==> config.mk <==
export PLATFORM = sky130hd
export DESIGN_NAME = serial_add_ctrl
export DESIGN_NICKNAME = d
export VERILOG_FILES = /design/src/rtl/serial_add_ctrl.sv
export SDC_FILE = /design/constraint.sdc
export NUM_CORES = 1
export LEC_CHECK = 0
export ABC_AREA = 1
export CAP_MARGIN = 10
export CORE_MARGIN = 2
export CORE_UTILIZATION = 53
export DETAILED_ROUTE_END_ITERATION = 8
export HOLD_SLACK_MARGIN = 0.12
export PLACE_DENSITY = 0.87
export SKIP_LAST_GASP = 1
export SYNTH_ARGS = -nofsm -noshare
export SYNTH_HDL_FRONTEND = slang
export SYNTH_HIERARCHICAL = 1
export SYNTH_SLANG_ARGS = --single-unit
==> constraint.sdc <==
create_clock -name clk -period 2.2 [get_ports clk]
set_input_delay 0.33 -clock clk [delete_from_list [all_inputs] [get_ports clk]]
set_output_delay 0.33 -clock clk [all_outputs]
set_load 0.05 [all_outputs]
==> src/rtl/serial_add_ctrl.sv <==
// Bit-serial adder controller: one full_adder cell sequenced LSB-first over WIDTH clocks,
// with valid/ready handshakes on both the operand and the result side.

module full_adder (
    input  logic a,
    input  logic b,
    input  logic cin,
    output logic sum,
    output logic cout
);
    assign sum  = a ^ b ^ cin;
    assign cout = (a & b) | (cin & (a ^ b));
endmodule

module serial_add_ctrl #(
    parameter int WIDTH = 8
) (
    input  logic             clk,
    input  logic             rst,
    input  logic             in_valid,
    output logic             in_ready,
    input  logic [WIDTH-1:0] in_a,
    input  logic [WIDTH-1:0] in_b,
    input  logic             in_cin,
    output logic             out_valid,
    input  logic             out_ready,
    output logic [WIDTH-1:0] out_sum,
    output logic             out_cout,
    output logic             busy
);
    localparam int CW = $clog2(WIDTH);
    localparam logic [CW-1:0] LAST = CW'(WIDTH - 1);

    typedef enum logic [1:0] {
        IDLE,
        RUN,
        DONE
    } state_t;

    state_t state, state_next;

    logic [WIDTH-1:0] a_sh, b_sh, sum_sh;
    logic             carry;
    logic [CW-1:0]    cnt;
    logic             load, step;
    logic             fa_sum, fa_cout;

    full_adder u_fa (
        .a   (a_sh[0]),
        .b   (b_sh[0]),
        .cin (carry),
        .sum (fa_sum),
        .cout(fa_cout)
    );

    always_ff @(posedge clk) begin
        if (rst) state <= IDLE;
        else     state <= state_next;
    end

    // Handshake outputs depend on state only, so no input reaches an output combinationally.
    always_comb begin
        // NOTE: every output of this block gets a default first so no latch is inferred.
        state_next = state;
        in_ready   = 1'b0;
        out_valid  = 1'b0;
        busy       = 1'b1;
        load       = 1'b0;
        step       = 1'b0;
        case (state)
            IDLE: begin
                in_ready = 1'b1;
                busy     = 1'b0;
                if (in_valid) begin
                    load       = 1'b1;
                    state_next = RUN;
                end
            end
            RUN: begin
                step = 1'b1;
                if (cnt == LAST) state_next = DONE;
            end
            DONE: begin
                out_valid = 1'b1;
                if (out_ready) state_next = IDLE;
            end
            default: state_next = IDLE;
        endcase
    end

    // NOTE: sequential state uses non-blocking assignments so all registers update together.
    always_ff @(posedge clk) begin
        if (rst) begin
            a_sh   <= '0;
            b_sh   <= '0;
            sum_sh <= '0;
            carry  <= 1'b0;
            cnt    <= '0;
        end else if (load) begin
            a_sh   <= in_a;
            b_sh   <= in_b;
            sum_sh <= '0;
            carry  <= in_cin;
            cnt    <= '0;
        end else if (step) begin
            a_sh   <= {1'b0, a_sh[WIDTH-1:1]};
            b_sh   <= {1'b0, b_sh[WIDTH-1:1]};
            sum_sh <= {fa_sum, sum_sh[WIDTH-1:1]};
            carry  <= fa_cout;
            cnt    <= cnt + 1'b1;
        end
    end

    // Result registers hold after the handshake until the next RUN pass reloads them.
    assign out_sum  = sum_sh;
    assign out_cout = carry;

endmodule

==> out/metrics.cfg <==
[min_path]
hold_path_end = a_sh[7]
hp-class = reg2reg
hp-start = a_sh[7]
hold_depth = 2

[floorplan]
fp.dieArea_um2 = 3120
die_w_um = 55.9
rows = 18
initial_core_util_pct = 56.5
coreArea_um2 = 2520
dieHeight_um = 55.9
ios = 33

[pwr]
comb_power_share_pct = 17.4
sw_frac_of_total_pct = 27.5
clkPwrFrac_pct = 30.1
intPower_w = 0.000806
leakage_nw = 0.872
vdd_ir_drop_max_mv = 0.589
p_per_area_nw_per_um2 = 608
p_switching_w = 0.000306
p_seq_share_pct = 52.5

[cells_and_area]
nets = 277
fillers = 220
drive_gt1_share_pct = 7.48
diodes = 0
fin_util_pct = 72.5
syn_to_final_growth_pct = 28.2

[drt]
drc = 0
dr.pass1.iters = 4
post_drt_wl_per_cell_um = 10.2
vias = 1325
viasPerCell = 4.67
ant_nets = 0
drt-initial-drc-count = 32
wl_mm = 2.89

[timing]
setup_viol = 0
min_period_ns = 2.05
clock.fmax_ghz = 0.487
slew_violations = 0
finalSetupTns_ns = 0
fin_crit_sh_pct = 93.4
holdWs_ns = 0.472
finalHoldViolCount = 0
fin_skew_ns = 0.00685
max_slew_margin_pct = 61.7
tightest_slew_ns = 0.573
rsz0062_at_grt = no

[synth]
yosysTopAreaCell = dfxtp_1
yosys.area.top_type_share_pct = 42.1
seq_area_frac_synth_pct = 42.1
yosys_warnings = 6
synth_area_per_cell_um2 = 6.51
netlist_area_um2 = 1430
synth_area_leaders = dfxtp_1 (42%), nand2_1 (17%), nor2_1 (12%)
syn_inst = 219
yosysUniqueCellTypes = 21
ys_seq_elements = 30
synth_nets = 243

[clock_tree]
clk_pin_slew_ns = 0.09
clkLatencyLatePin_ns = 0.33
h-tree-depth = 2
cts_tree = done
clockBufferDepth = 2
clock-sinks = 30
cts-root-buf = clkbuf_4
cts-buffers-inserted = 5
ctsHoldBuffers = 0

[outcome]
status = completed

[setup_path]
crit_chain = nor2_4, inv_2, clkdlybuf4s50_1
cp_data_required_time_ns = 1.87
crit_path_start_kind = register
rr_startpoint = state[0]
max_stage_delay_ns = 0.80
r2r_cells = 6
r2r-end = cnt[2]
critPathArrivalTime_ns = 1.72
crit_slowest_cell = clkdlybuf4s50_1
cp-startpoint = state[0]
worst_setup_path_end_kind = primary output
worstSetupPathType = reg2out
critPathMaxFanout = 5
r2r_setup_slack_ns = 0.79

[grt]
grt_pass1_wl_mm = 5.15
grt_start_max_net_pins = 27
track_usage_pct = 21.2
grt_pass1_vias = 1202
overflow = 0
antenna_found_initial = 0

[placement]
place_congestion = 0.730
port-buffer-count = 32
hpwl_mm = 2.01

[job]
cap_viol_max_count = 0

==> metal layers <==
| layer | vias to the layer above | track usage, % | share of wire, % |
|---|---|---|---|
| met5 | - | 0 | 0 |
| met4 | 0 | 10.9 | 1.8 |
| met3 | 6 | 6.74 | 5.4 |
| met2 | 35 | 32.1 | 47 |
| met1 | 568 | 27.0 | 46 |
| li1 | 716 | - | - |
==> critical path: cells and delay by family (launching register included) <==
kind	cells	cell delay, ns
AND/OR/NAND/NOR	1	0.06
flip-flops	1	0.48
buffers and inverters	2	0.86
==> layout make-up <==
type	count	area, um^2	share of cell area (%)
Multi-Input combinational cell	145	644	35.2
Tap cell	30	37.5	2.05
Timing Repair Buffer	37	358	19.6
Clock inverter	1	5.00	0.274
Clock buffer	7	55.1	3.01
Sequential cell	30	601	32.9
Inverter	34	128	6.98
==> how the worst max path moves through the flow <==
stage	end	slack, ns
6_report	busy	0.15
5_1_grt	busy	0.07
4_1_cts	out_valid	0.03
3_5_place_dp	out_valid	0.39
3_3_place_gp	out_valid	0.41
2_1_floorplan	out_valid	0.70
==> flip-flops by register name, indices dropped and copies added, names as in the netlist <==
signal	count
state	2
cnt	3
out_sum	8
a_sh	8
b_sh	8
out_cout	1
==> placed cells by master, fill, tap and decap left out, types with 2 or more instances in the layout <==
| cell type | n |
|---|---|
| clkbuf_4 | 5 |
| buf_4 | 6 |
| clkdlybuf4s50_1 | 30 |
| nor2_1 | 44 |
| inv_1 | 24 |
| clkinv_1 | 7 |
| nor2_4 | 2 |
| inv_2 | 3 |
| nand3_1 | 15 |
| dfxtp_1 | 30 |
| ha_1 | 2 |
| a21oi_1 | 3 |
| nand2_1 | 66 |
| o21ai_0 | 7 |
==> timing repair <==
action | CTS | global route
buffers inserted | 0 | 0
setup endpoints to repair | 0 | 1
gates resized for setup | 0 | 1
==> power by group through the flow <==
stage                     Clock (W)  Sequential, W  Combinational (W)
after CTS                  0.000348       0.000583           0.000194
after floorplan                   0       0.000600           0.000118
after detailed placement          0       0.000596           0.000193
after global routing       0.000377       0.000586           0.000217
after global placement            0       0.000595           0.000190
final                      0.000335       0.000583           0.000194
==> synthesized netlist by cell type, drive strengths merged <==
cell     n
ha       2
buf      8
a21oi    3
nand3   15
o21ai    9
clkinv   7
o21ba    1
or2      1
inv     27
nor2    46
clkbuf   2
nand2   66
dfxtp   30
xor2     1
fa       1
==> per-stage QoR <==
stage | instances | setup WS, ns | cell area (um^2) | total power [W]
after global placement | 276 | 0.408 | 1770 | 0.000785
after detailed placement | 276 | 0.387 | 1770 | 0.000789
final | 284 | 0.145 | 1830 | 0.00111
after floorplan | 219 | 0.697 | 1430 | 0.000719
after CTS | 284 | 0.0269 | 1830 | 0.00113
after global routing | 284 | 0.0655 | 1830 | 0.00118
==> cell families (layout without fill, tap and decap cells) <==
| kind of cell | count (synthesis) | count (layout) | synth area share [%] |
|---|---|---|---|
| fa+ha+maj | 3 | 3 | 3.16 |
| buf+inv | 44 | 79 | 12.7 |
| simple gates | 128 | 128 | 36.2 |
| xor+xnor | 1 | 1 | 0.614 |
| compound gates | 13 | 13 | 5.17 |
| flops | 30 | 30 | 42.1 |
(Power assumes the default switching activity.)
